$ cat config.mk
export PLATFORM = sky130hd
export DESIGN_NAME = fetch_stage
export DESIGN_NICKNAME = d
export VERILOG_FILES = /design/src/rtl/fetch_pkg.sv /design/src/rtl/pc_register.sv /design/src/rtl/fetch_stage.sv
export SDC_FILE = /design/constraint.sdc
export NUM_CORES = 1
export LEC_CHECK = 0
export BUFFER_PORTS_ARGS = -buffer_cell sky130_fd_sc_hd__clkbuf_2
export CAP_MARGIN = 20
export CORE_ASPECT_RATIO = 1.2
export CORE_UTILIZATION = 35
export CTS_CLUSTER_DIAMETER = 30
export CTS_CLUSTER_SIZE = 24
export DETAILED_ROUTE_END_ITERATION = 8
export PLACE_DENSITY = 0.53
export SLEW_MARGIN = 25
export SYNTH_ARGS = -nofsm -noshare
export SYNTH_HDL_FRONTEND = slang
export SYNTH_SLANG_ARGS = --single-unit
$ cat constraint.sdc
create_clock -name CLK -period 2.2 [get_ports CLK]
set_clock_uncertainty 0.1 [all_clocks]
set_input_delay 0.22 -clock CLK [delete_from_list [all_inputs] [get_ports CLK]]
set_output_delay 0.22 -clock CLK [all_outputs]
set_load 0.01 [all_outputs]
$ cat src/rtl/fetch_pkg.sv
// Shared definitions for the byte-serial instruction fetch stage: state encoding,
// operand-count field position and default opcode constants.
package fetch_pkg;

  typedef enum logic [1:0] {
    ST_FETCH   = 2'd0,
    ST_OPER_LO = 2'd1,
    ST_OPER_HI = 2'd2,
    ST_HALTED  = 2'd3
  } fetch_state_t;

  localparam int OPCNT_MSB = 7;
  localparam int OPCNT_LSB = 6;

  localparam logic [7:0] DEFAULT_NOP_OPCODE  = 8'h00;
  localparam logic [7:0] DEFAULT_HALT_OPCODE = 8'hFF;

  // Encoding 3 is reserved and behaves like a two-byte operand.
  function automatic logic [1:0] operand_count(input logic [1:0] field);
    logic [1:0] cnt;
    if (field == 2'd3) begin
      cnt = 2'd2;
    end else begin
      cnt = field;
    end
    return cnt;
  endfunction

endpackage

$ cat src/rtl/pc_register.sv
// 16-bit program counter: synchronous reset, load, hold, otherwise increments
// (wrapping from 16'hFFFF to 16'h0000).
module pc_register #(
  parameter logic [15:0] RESET_VALUE = 16'h0000
) (
  input  logic        i_clk,
  input  logic        i_rst,
  input  logic        i_load,
  input  logic        i_hold,
  input  logic [15:0] i_load_value,
  output logic [15:0] o_count
);

  logic [15:0] r_count;

  always_ff @(posedge i_clk) begin
    if (i_rst) begin
      r_count <= RESET_VALUE;
    end else if (i_load) begin
      r_count <= i_load_value;
    end else if (i_hold) begin
      r_count <= r_count;
    end else begin
      r_count <= r_count + 16'd1;
    end
  end

  assign o_count = r_count;

endmodule

$ cat src/rtl/fetch_stage.sv
// Byte-serial instruction fetch: assembles opcode plus 0-2 operand bytes from ROM.
// Optional halt support is enabled by defining FETCH_STAGE_HALT_EN.
module fetch_stage
  import fetch_pkg::*;
#(
  parameter logic [15:0] RESET_VECTOR = 16'h0000,
  parameter logic [7:0]  NOP_OPCODE   = DEFAULT_NOP_OPCODE,
  parameter logic [7:0]  HALT_OPCODE  = DEFAULT_HALT_OPCODE
) (
  input  logic        CLK,
  input  logic        RST,
  input  logic        STALL,
  input  logic        BRANCH,
  input  logic [15:0] BRANCH_TARGET,
  output logic [15:0] MEM_ADDR,
  input  logic [7:0]  MEM_DATA,
  output logic [7:0]  OPCODE_OUT,
  output logic [15:0] OPERAND_OUT,
  output logic [15:0] INSTR_PC
);

`ifdef FETCH_STAGE_HALT_EN
  localparam logic HALT_ENABLED = 1'b1;
`else
  localparam logic HALT_ENABLED = 1'b0;
`endif

  fetch_state_t r_state, w_state_nx;
  logic [7:0]  r_held_op, w_held_op_nx;
  logic [15:0] r_held_pc, w_held_pc_nx;
  logic [7:0]  r_lo, w_lo_nx;
  logic [7:0]  r_opcode, w_opcode_nx;
  logic [15:0] r_operand, w_operand_nx;
  logic [15:0] r_instr_pc, w_instr_pc_nx;
  logic [15:0] w_pc;
  logic        w_pc_hold;
  logic [1:0]  w_fetch_cnt;
  logic [1:0]  w_held_cnt;
  logic        w_halt_hit;

  pc_register #(
    .RESET_VALUE (RESET_VECTOR)
  ) u_pc (
    .i_clk        (CLK),
    .i_rst        (RST),
    .i_load       (BRANCH),
    .i_hold       (w_pc_hold),
    .i_load_value (BRANCH_TARGET),
    .o_count      (w_pc)
  );

  assign w_fetch_cnt = operand_count(MEM_DATA[OPCNT_MSB:OPCNT_LSB]);
  assign w_held_cnt  = operand_count(r_held_op[OPCNT_MSB:OPCNT_LSB]);
  assign w_halt_hit  = HALT_ENABLED & (MEM_DATA == HALT_OPCODE);

  always_ff @(posedge CLK) begin
    if (RST) begin
      r_state    <= ST_FETCH;
      r_held_op  <= NOP_OPCODE;
      r_held_pc  <= RESET_VECTOR;
      r_lo       <= 8'h00;
      r_opcode   <= NOP_OPCODE;
      r_operand  <= 16'h0000;
      r_instr_pc <= RESET_VECTOR;
    end else begin
      r_state    <= w_state_nx;
      r_held_op  <= w_held_op_nx;
      r_held_pc  <= w_held_pc_nx;
      r_lo       <= w_lo_nx;
      r_opcode   <= w_opcode_nx;
      r_operand  <= w_operand_nx;
      r_instr_pc <= w_instr_pc_nx;
    end
  end

  // Branch outranks stall; a stall simply keeps every default (hold) value.
  always_comb begin
    w_state_nx    = r_state;
    w_held_op_nx  = r_held_op;
    w_held_pc_nx  = r_held_pc;
    w_lo_nx       = r_lo;
    w_opcode_nx   = r_opcode;
    w_operand_nx  = r_operand;
    w_instr_pc_nx = r_instr_pc;
    w_pc_hold     = 1'b0;
    if (BRANCH) begin
      w_state_nx  = ST_FETCH;
      w_opcode_nx = NOP_OPCODE;
    end else if (STALL) begin
      w_pc_hold = 1'b1;
    end else begin
      case (r_state)
        ST_FETCH: begin
          if ((w_fetch_cnt == 2'd0) || w_halt_hit) begin
            w_opcode_nx   = MEM_DATA;
            w_operand_nx  = 16'h0000;
            w_instr_pc_nx = w_pc;
            w_state_nx    = w_halt_hit ? ST_HALTED : ST_FETCH;
          end else begin
            w_held_op_nx = MEM_DATA;
            w_held_pc_nx = w_pc;
            w_opcode_nx  = NOP_OPCODE;
            w_state_nx   = ST_OPER_LO;
          end
        end
        ST_OPER_LO: begin
          w_lo_nx = MEM_DATA;
          if (w_held_cnt == 2'd1) begin
            w_opcode_nx   = r_held_op;
            w_operand_nx  = {8'h00, MEM_DATA};
            w_instr_pc_nx = r_held_pc;
            w_state_nx    = ST_FETCH;
          end else begin
            w_opcode_nx = NOP_OPCODE;
            w_state_nx  = ST_OPER_HI;
          end
        end
        ST_OPER_HI: begin
          w_opcode_nx   = r_held_op;
          w_operand_nx  = {MEM_DATA, r_lo};
          w_instr_pc_nx = r_held_pc;
          w_state_nx    = ST_FETCH;
        end
        ST_HALTED: begin
          w_pc_hold   = 1'b1;
          w_opcode_nx = NOP_OPCODE;
        end
        default: begin
          w_pc_hold   = 1'b1;
          w_opcode_nx = NOP_OPCODE;
          w_state_nx  = ST_FETCH;
        end
      endcase
    end
  end

  assign MEM_ADDR    = w_pc;
  assign OPCODE_OUT  = r_opcode;
  assign OPERAND_OUT = r_operand;
  assign INSTR_PC    = r_instr_pc;

endmodule

Yosys cells after proc, flatten, opt, wreduce, memory -nomap -nowiden
Cells that the tools add are included.

operators by class
  add/subtract/negate cells = 1
  multipliers = 0
  div/mod/pow operators = 0
  $lt $le $gt $ge = 0
  equal/unequal tests = 9
  shifts and indexed selects = 0
  multiplexer cells = 19
  bitwise operators = 3
  reductions and logical operators = 8

operators with widths
  operator                 count
  $mux W16                 6
  $pmux W16 S3             2
  $pmux W8 S4              1
  $add A16 B1 Y16 const B  1
  $mux W8                  2
  $eq A2 B2 Y1 const B     4
  $mux W2                  3
  $ne A2 B2 Y1 const B     3
  $pmux W2 S3              1
  $reduce_and A5 Y1        1
  $eq A2 B1 Y1 const B     2
  $logic_not A2 Y1         2
  $mux W1                  4
  $reduce_and A4 Y1        1
  $not A1 Y1               3
  $reduce_and A3 Y1        1
  $reduce_bool A3 Y1       1
  $reduce_and A2 Y1        1
  $reduce_or A2 Y1         1

storage, ports and cells
  bits in registers = 90
  latch bits = 0
  RAM bits = 0
  bits in read-only memories = 0
  bits of input ports = 28
  output and inout bits = 56
  logic and storage cells = 48
  memories = 0

Logic depth before layout (Yosys ltp)
Gate-level depths: netlist (run 1).

  depth in word-level cells = 6
  mapped depth = 8
  depth with buffers taken out = 6

By module
From an unflattened synthesis (run 1), not the netlist that was laid out.

second synthesis, totals
  cell total of the unflattened synthesis = 497
  area, all modules = 4,500.6 sq um

by module, submodules not included
  module       instances  cells an instance  area an instance (sq um)
  fetch_stage  1          381                3,507.1
  pc_register  1          116                993.5

Worst setup path after synthesis (run 1)
OpenSTA, ideal clock, no wires.

  path type = flip-flop to flip-flop
  start = register r_state[0]
  end = register r_operand[8], in the netlist OPERAND_OUT[8]
  setup time = 0.070 ns
  arrival = 1.740 ns
  required time = 2.030 ns
  slack = 0.290 ns
  stages on the path, launching flop included = 9
  path buffers = 3
  period minus slack after synthesis = 1.910 ns
  cell sequence = dfxtp_1 -> inv_1 -> ha_1 -> buf_4 -> and2_1 -> clkbuf_1 -> clkbuf_1 -> nand3_1 -> a21oi_1

between the ends
  longest elaborated chain between the ends = 3
  elaborated cells between the ends (all ways) = 8
  those cells by class = 4 x eq/ne; 1 x mux; 3 x reduce/logical

ends and longest elaborated chain
  element                                                       line               text
  start: declaration                                            fetch_stage.sv:28  fetch_state_t r_state, w_state_nx;
  start signal: assignment                                      fetch_stage.sv:66  r_state <= w_state_nx;
  $eq A2 B1 Y1, or another cell as far along                    fetch_stage.sv:92  case (r_state)
  $ne A2 B2 Y1 (no line) or $reduce_bool A3 Y1 (tied branches)  -
  $reduce_and A5 Y1 (no line)                                   -
  end signal: assignment                                        fetch_stage.sv:71  r_operand <= w_operand_nx;
  end: declaration                                              fetch_stage.sv:33  logic [15:0] r_operand, w_operand_nx;

Parallel ways exist; a longest one is shown, timed or not.
A chain may end at the register's enable or synchronous reset.

Worst setup path in the final report (run 1)
  start = register r_state[0]
  end = register r_operand[0], in the netlist OPERAND_OUT[0]

The elaborated chain is that of the path after synthesis.

==> flow_summary.ini, run 1 <==
[grt]
grt_pass1_vias = 3370
overflow = 0
grt_pass1_wl_um = 17200
grt_max_degree = 33
antenna_found_initial = 0
grt_usage_pct = 18.7

[routing]
routed_wl_um = 10500
ant_nets = 0
drtIter0Drc = 102
drt_first_pass_iters = 4
vias = 3580
wl_per_cell_um = 15.5
viasPerCell = 5.27
drc = 0

[synth]
synth_compound_area_share_pct = 16.3
synthAdderAreaFrac_pct = 1.91
netlist_instances = 461
synthDistinctLibCells = 42
ys_ff_latch = 90
syn_avg_cell_area_um2 = 8.54
synthFlopType = dfxtp_1
netlist_area_um2 = 3940
synth-edff-count = 0
synth-xor-area-share_pct = 3.11
synth_top_family_by_area = simple AND/OR/NAND/NOR gates
synthSimpleGateAreaFrac_pct = 23.8
ys_warn_count = 0
ys_seq_area_share_pct = 45.8
synth_mux_area_share_pct = 4.07
synth_nets = 495
async_flop_share_pct = 0

[hold_path]
hold_path_class = in2reg

[setup_path]
ff2ff_path_depth = 5
cp_data_arrival_time_ns = 2.17
r2r_start = r_state[0]
ff2ff_setup_slack_ns = 0.14
cp-endpoint = OPERAND_OUT[0]
crit_buf_inv = 0
path_cells = ha_1, or3_4, a221o_2, a221oi_1, nor3_2
cp_slowest_cell = a221o_2
reg2reg_to = OPERAND_OUT[0]
start_kind = register
required_ns = 2.31
critPathMaxFanout = 16
critPathMaxStageDelay_ns = 0.47
path_delay_family = compound AO/OA/AOI/OAI gates
critPathKind = reg2reg
cp-startpoint = r_state[0]
cp.depth = 5
crit_path_end_kind = register

[place]
hpwl_um = 7340
place_area_um2 = 4530
port_buffers = 83
globalplace.congestion = 0.761

[die]
io_pins = 84
rows = 42
dieArea_um2 = 11700
fp.dieH_um = 118
core_area_um2 = 11000
initial_core_util_pct = 35.9
die_w_um = 98.8

[layout]
diodes = 0
syn2layout_area_growth_pct = 23.1
fin_area_um2 = 4850
nets = 576
final_layout_size_suffix_gt1_share_pct = 24.5

[clock_tree]
clk_latency_ns = 0.34
cts_resized = 0
cts_hold_buffers = 0
cts_setup_buffers = 0
numClockSinks = 90
clockBufferDepth = 2
htree_levels = 3
cts_root_buf = clkbuf_16
cts_buffers = 9
path_clk_slew_ns = 0.06
cts_tree = done

[timing]
whs_ns = 0.0271
max-slew-margin-rel_pct = 63.4
finalSetupTns_ns = 0
final_max_slew_viol_count = 0
period_share_pct = 93.6
fmax_ghz = 0.486
fin_crit_ns = 2.06
rsz0062_at_grt = no
worstMarginPinSlew_ns = 0.541
hold_violations = 0
setup_violations = 0

[power_and_ir_drop]
leakage_nw = 1.80
powerDensity_nw_per_um2 = 783
peakVddDrop_uv = 348
p_total_mw = 3.79

[status]
outcome = complete, no violations

[run]
maxCapViolCount = 0
## sequential cells by signal (all words and copies together), names as in the netlist
name,cells
OPERAND_OUT,16
INSTR_PC,16
r_held_pc,16
OPCODE_OUT,8
r_state,2
r_held_op,8
u_pc.o_count,16
r_lo,8
## worst min-delay path by stage
stage                      endpoint        startpoint  depth (start not counted)  slack (ns)
floorplan              r_held_op[0]       MEM_DATA[0]                          2        0.26
global placement    OPERAND_OUT[14]   OPERAND_OUT[14]                          2        0.34
detailed placement  OPERAND_OUT[14]   OPERAND_OUT[14]                          2        0.35
CTS                 u_pc.o_count[0]  BRANCH_TARGET[0]                          3        0.02
global route        u_pc.o_count[7]  BRANCH_TARGET[7]                          3        0.03
finish              u_pc.o_count[0]  BRANCH_TARGET[0]                          3        0.03
## layout make-up
type | count | area [µm²]
clock inverters | 4 | 75.1
clock buffers | 12 | 246
inverters | 5 | 18.8
flip-flops and latches | 90 | 1800
multi-input cells | 330 | 1940
repair buffers | 106 | 601
well taps | 132 | 165
fillers | 1094 | 6140
## report_power, final
part	internal, mW	switching (mW)
Clock	1.03	0.648
Combinational	0.154	0.224
Sequential	1.69	0.0526
Total	2.87	0.924
## synth_stat cells, drive strengths merged, types with 5 or more instances
master / count / share of area (%)
inv: 5 / 0.48
nand4: 6 / 0.95
nand2: 87 / 8.3
nor3: 18 / 2.8
a21oi: 50 / 6.4
ha: 6 / 1.9
nand3: 13 / 1.7
a211oi: 24 / 4.6
clkbuf: 25 / 2.4
mux2i: 16 / 4.1
buf: 11 / 2.1
dfxtp: 90 / 46
a221oi: 12 / 3.4
nand3b: 8 / 1.5
xnor2: 11 / 2.4
nor2: 39 / 3.7
## cell usage in the layout (no fill, tap or decap), types with 5 or more instances in the layout
cell type	instances
a221oi_1	9
buf_4	22
mux2i_1	16
nand3_1	13
a211oi_1	24
inv_1	5
xnor2_1	11
clkbuf_16	9
nor2_1	39
ha_1	6
nand4_1	6
dfxtp_1	90
nand3b_1	8
a21oi_1	50
clkbuf_2	83
nand2_1	87
nor3_1	14
## cell families (layout without fill, tap and decap cells)
group / Yosys count / count (layout)
fa+ha+maj: 6 / 6
mux: 16 / 16
flops: 90 / 90
buf+inv: 41 / 127
simple gates: 197 / 197
xor+xnor: 14 / 14
compound gates: 97 / 97
## routing by layer
metal / track usage (%) / part of all wire [%] / up-vias
met3: 3.49 / 4.3 / 20
met1: 24.7 / 47 / 1675
li1: - / - / 1778
met2: 29.5 / 47 / 107
met5: 0 / 0 / -
met4: 8.77 / 1.9 / 0
## per-stage QoR
step	instances	util, %	setup slack [ns]
final	679	44.1	0.141
after global routing	679	44.1	0.0111
after CTS	679	44.1	0.148
after detailed placement	663	41.2	0.152
after global placement	663	41.2	0.185
after floorplan	461	-	0.290
## tightest hold or removal path, cell delays in order
cell,delay [ns]
clkbuf_2,0.08
nand2_1,0.06
a21oi_1,0.06
Power figures use the tool's default switching activity.
==> run 2: changes to the inputs <==
Settings changed: ABC_AREA from default to 1, GPL_TIMING_DRIVEN from default to 1.
==> flow_summary.ini, run 2 <==
[setup_path]
critPathMostFrequentCell = inv_1
crit_path_end_kind = register
path_cells = inv_1, ha_1, inv_1, a21oi_1, nor3_4, buf_4, o21ai_0, nor2_1
cp_slowest_cell = ha_1
cp_data_arrival_time_ns = 2.03
critPathMaxFanout = 22
start_kind = register
required_ns = 2.34
critPathKind = reg2reg
critPathMaxStageDelay_ns = 0.36

[power_and_ir_drop]
powerDensity_nw_per_um2 = 755
leakage_nw = 2.10
peakVddDrop_uv = 369
p_total_mw = 3.68

[synth]
synthFlopType = dfxtp_1
async_flop_share_pct = 0
yosysTopAreaCell = dfxtp_1
netlist_instances = 572
synth-edff-count = 0
synth_most_common_cell = nand2_1
syn_avg_cell_area_um2 = 7.04
synthTopCellsByArea = dfxtp_1, o21ai_0, nand2_1
netlist_area_um2 = 4030
ys_warn_count = 0
ys_ff_latch = 90
synth_nets = 606
synthDistinctLibCells = 26
synth_common_cells = nand2_1, dfxtp_1, o21ai_0
synth_largest_type_area_fraction_pct = 44.7
ys_seq_area_share_pct = 44.7

[die]
dieArea_um2 = 11900
core_area_um2 = 11100
rows = 42
die_w_um = 99.9
io_pins = 84
fp.dieH_um = 120
initial_core_util_pct = 36.2

[routing]
viasPerCell = 4.97
vias = 4011
wl_per_cell_um = 14.1
drtIter0Drc = 122
drc = 0
ant_nets = 0
drt_first_pass_iters = 4
routed_wl_um = 11300

[grt]
grt_pass1_wl_um = 18500
grt_pass1_vias = 3712
grt_usage_pct = 19.9
grt_max_degree = 56
overflow = 0
antenna_found_initial = 0

[clock_tree]
cts_buffers = 9
clockBufferDepth = 2
htree_levels = 3
numClockSinks = 90
cts_root_buf = clkbuf_16
clk_latency_ns = 0.34
cts_tree = done
cts_hold_buffers = 0
path_clk_slew_ns = 0.07

[timing]
period_share_pct = 85.8
hold_violations = 0
setup_violations = 0
finalSetupTns_ns = 0
final_max_slew_viol_count = 0
fin_crit_ns = 1.89
fmax_ghz = 0.530
rsz0062_at_grt = no
whs_ns = 0.0334
max-slew-margin-rel_pct = 67.8
worstMarginPinSlew_ns = 0.484
finalWorstSetupSlack_ns = 0.313

[layout]
final_layout_size_suffix_gt1_share_pct = 17.9
syn2layout_area_growth_pct = 21.1
utilization_pct = 43.8
most-common-layout-cells = nand2_1, dfxtp_1, o21ai_0, clkbuf_2, nor2_1
diodes = 0
final_common_cell = nand2_1
nets = 682

[place]
preCtsSetupSlack_ns = 0.167
globalplace.congestion = 0.841
port_buffers = 83
hpwl_um = 8010

[run]
maxCapViolCount = 0

[status]
outcome = complete, no violations

[hold_path]
hold_path_class = in2reg
[run 2: changes by cell type in the layout (fill, tap and decap cells not counted), moves of 8 or more]
cell      change
a211oi_1     -24
a221oi_1      -9
buf_4        -13
inv_1        +38
mux2i_1      -16
nand2_1      +21
nand3_1      +37
nand3b_1      -8
nor2_1       +38
nor3_1       -14
o21ai_0      +88
xnor2_1      -11
[run 2: worst paths after layout]
path,slack (ns),start,to,depth (start not counted)
setup / recovery,0.31,r_state[1],INSTR_PC[6],8
hold / removal,0.03,BRANCH_TARGET[4],u_pc.o_count[4],3
setup reg to reg,0.31,r_state[1],INSTR_PC[6],8
hold reg to reg,0.35,r_held_pc[1],r_held_pc[1],2
[run 2: what timing repair did]
| action | CTS | global route |
|---|---|---|
| setup buffers | 0 | 0 |
| endpoints found under the setup margin | 0 | 5 |
| resized for setup | 0 | 2 |
[run 2: power breakdown]
| part | leakage (nW) | switching, mW | internal, mW |
|---|---|---|---|
| Combinational | 1.23 | 0.267 | 0.142 |
| Clock | 0.137 | 0.698 | 0.809 |
| Sequential | 0.734 | 0.0600 | 1.71 |
[run 2: per-layer routing]
layer | share of wire [%] | GRT usage, % | vias to the layer above
li1 | - | - | 2039
met1 | 43 | 23.6 | 1851
met2 | 51 | 34.7 | 107
met3 | 4.8 | 4.25 | 14
met4 | 1.8 | 7.90 | 0
met5 | 0 | 0 | -
[run 2: cell type report]
type                       count  area [µm²]
clock inverter                 6        48.8
sequential                    90        1800
timing repair buffer          93         503
fill                        1224        6260
tap                          154         193
clock buffer                  10         239
inverter                      49         186
multi-input combinational    405        1910
[run 2: critical path: cells and delay by family (launching register included)]
family,cells,cell delay (ns)
AO/OA/AOI/OAI,2,0.45
buffers and inverters,3,0.38
adder cells (fa/ha/maj),1,0.36
flip-flops,1,0.34
AND/OR/NAND/NOR,2,0.13
[run 2: stage by stage]
stage | area (µm²) | std cells
2_1_floorplan | 4030 | 572
3_3_place_gp | 4590 | 791
3_5_place_dp | 4590 | 791
4_1_cts | 4870 | 807
5_1_grt | 4880 | 807
6_report | 4880 | 807
[run 2: logic make-up after synthesis]
group                    after synthesis  synth area share, %
AO/OA/AOI/OAI                        154                 19.6
AND/OR/NAND/NOR                      243                 25.4
buffers and inverters                 77                 7.98
adder cells (fa/ha/maj)                6                 1.86
flip-flops                            90                 44.7
XOR/XNOR                               2                0.435
==> run 3: changes to the inputs <==
Settings changed: PLACE_DENSITY 0.53 to 0.52, SYNTH_HIERARCHICAL from default to 1.
==> flow_summary.ini, run 3 <==
[setup_path]
crit_path_end_kind = register
reg2reg_to = OPERAND_OUT[10]
ff2ff_setup_slack_ns = 0.24
required_ns = 2.38
cp_data_arrival_time_ns = 2.14
critPathMaxFanout = 11
critPathMaxStageDelay_ns = 0.45
path_cells = inv_1, ha_1, nand2_1, inv_1, nand2_1, nand3_1, nand2_1, nor2_1
start_kind = register
r2r_start = r_state[0]
critPathMostFrequentCell = nand2_1
ff2ff_path_depth = 8
critPathKind = reg2reg
cp_slowest_cell = dfxtp_1

[routing]
drt_first_pass_iters = 5
vias = 4449
viasPerCell = 4.66
routed_wl_um = 12200
drc = 0
drtIter0Drc = 273
ant_nets = 0
wl_per_cell_um = 12.8

[die]
initial_core_util_pct = 36.0
die_w_um = 106
io_pins = 84
fp.dieH_um = 127
core_area_um2 = 12700
dieArea_um2 = 13500
rows = 45

[synth]
synthFlopType = dfxtp_1
syn_avg_cell_area_um2 = 6.44
netlist_area_um2 = 4570
synthDistinctLibCells = 32
synth_nets = 745
yosysTopAreaCell = dfxtp_1
ys_warn_count = 6
synth-edff-count = 0
synth_common_cells = nand2_1, nor2_1, dfxtp_1
async_flop_share_pct = 0
ys_ff_latch = 90
netlist_instances = 709
ys_seq_area_share_pct = 39.5
synth_largest_type_area_fraction_pct = 39.5
synth_most_common_cell = nand2_1
synthTopCellsByArea = dfxtp_1, nand2_1, nor2_1

[layout]
fin_area_um2 = 5460
final_layout_size_suffix_gt1_share_pct = 18.5
n_fill_cell = 1367
syn2layout_area_growth_pct = 19.6
most-common-layout-cells = nand2_1, nor2_1, dfxtp_1, inv_1, clkbuf_2
multi_input_area_um2 = 2230
nets = 822
ff_latch_area_um2 = 1800
final_common_cell = nand2_1
diodes = 0

[run]
maxCapViolCount = 0

[clock_tree]
cts_root_buf = clkbuf_16
cts_resized = 0
clk_latency_ns = 0.34
cts_buffers = 9
cts_tree = done
htree_levels = 3
numClockSinks = 90
path_clk_slew_ns = 0.07
cts_hold_buffers = 0
clockBufferDepth = 2
cts_setup_buffers = 0

[hold_path]
hold_start = BRANCH_TARGET[5]
timing.hold.worst_endpoint = u_pc/o_count[5]
hold_path_class = in2reg
hold_depth = 3

[grt]
grt_usage_pct = 19.1
grt_pass1_wl_um = 20500
antenna_found_initial = 0
overflow = 0
grt_max_degree = 63
grt_pass1_vias = 4238

[place]
port_buffers = 83
preCtsSetupSlack_ns = 0.247
globalplace.congestion = 0.863
place_area_um2 = 5140
hpwl_um = 8730

[timing]
fmax_ghz = 0.509
max-slew-margin-rel_pct = 58.1
setup_violations = 0
finalWorstSetupSlack_ns = 0.236
fin_crit_ns = 1.96
finalSetupTns_ns = 0
rsz0062_at_grt = no
hold_violations = 0
worstMarginPinSlew_ns = 0.625
period_share_pct = 89.3
final_max_slew_viol_count = 0

[power_and_ir_drop]
peakVddDrop_uv = 297
power_frac_clock_pct = 41.5
powerDensity_nw_per_um2 = 716
seqPwrFrac_pct = 45.6
p_total_mw = 3.91
p_int_mw = 2.87
combPwrFrac_pct = 12.9
switching_share_pct = 26.6
leakage_nw = 2.79
netSwitchingPower_mw = 1.04

[status]
outcome = complete, no violations
==> run 3: routing by layer <==
metal	share of wire (%)	GRT usage, %	wire length [µm]	vias up
met5	0	0	0	-
met4	2.0	8.50	242	0
met3	3.5	2.14	423	18
met2	50	33.5	6120	104
met1	45	23.6	5450	2003
li1	-	-	-	2324
==> run 3: kinds of logic after synthesis <==
kind of cell    share of synthesized area (%)
compound gates                           10.9
simple gates                             34.9
xor+xnor                                0.767
fa+ha+maj                                2.19
flops                                    39.5
buf+inv                                  11.8
==> run 3: power groups by stage <==
stage	clock [mW]	sequential [mW]	combinational [mW]
2_1_floorplan	0	1.83	0.303
3_3_place_gp	0	1.82	0.499
3_5_place_dp	0	1.82	0.504
4_1_cts	1.67	1.79	0.507
5_1_grt	1.74	1.80	0.575
6_report	1.62	1.79	0.503
==> run 3: final cells by class <==
type | count | share of cell area, %
timing repair buffer | 95 | 9.94
multi-input combinational | 492 | 40.8
clock buffer | 13 | 4.95
inverter | 98 | 6.76
clock inverter | 3 | 0.848
tap | 164 | 3.76
sequential | 90 | 33.0
==> run 3: how the worst max path moves through the flow <==
stage,startpoint,end,cells after the start
floorplan,r_state[0],INSTR_PC[6],9
global placement,r_state[0],OPERAND_OUT[11],8
detailed placement,r_state[0],OPERAND_OUT[10],8
CTS,r_state[0],OPERAND_OUT[10],8
global route,r_state[0],OPERAND_OUT[11],8
finish,r_state[0],OPERAND_OUT[10],8
==> run 3: metrics by stage <==
stage | util, % | instances | hold WS (ns)
5_1_grt | 43.1 | 955 | 0.0543
6_report | 43.1 | 955 | 0.0436
3_5_place_dp | 40.6 | 939 | 0.368
3_3_place_gp | 40.6 | 939 | 0.356
2_1_floorplan | - | 709 | 0.189
4_1_cts | 43.1 | 955 | 0.0264
==> run 3: worst max-delay path, delay by kind of cell, from the launching register on <==
kind          cells  cell delay [ns]
fa+ha+maj         1             0.38
buf+inv           2             0.42
flops             1             0.45
simple gates      5             0.54
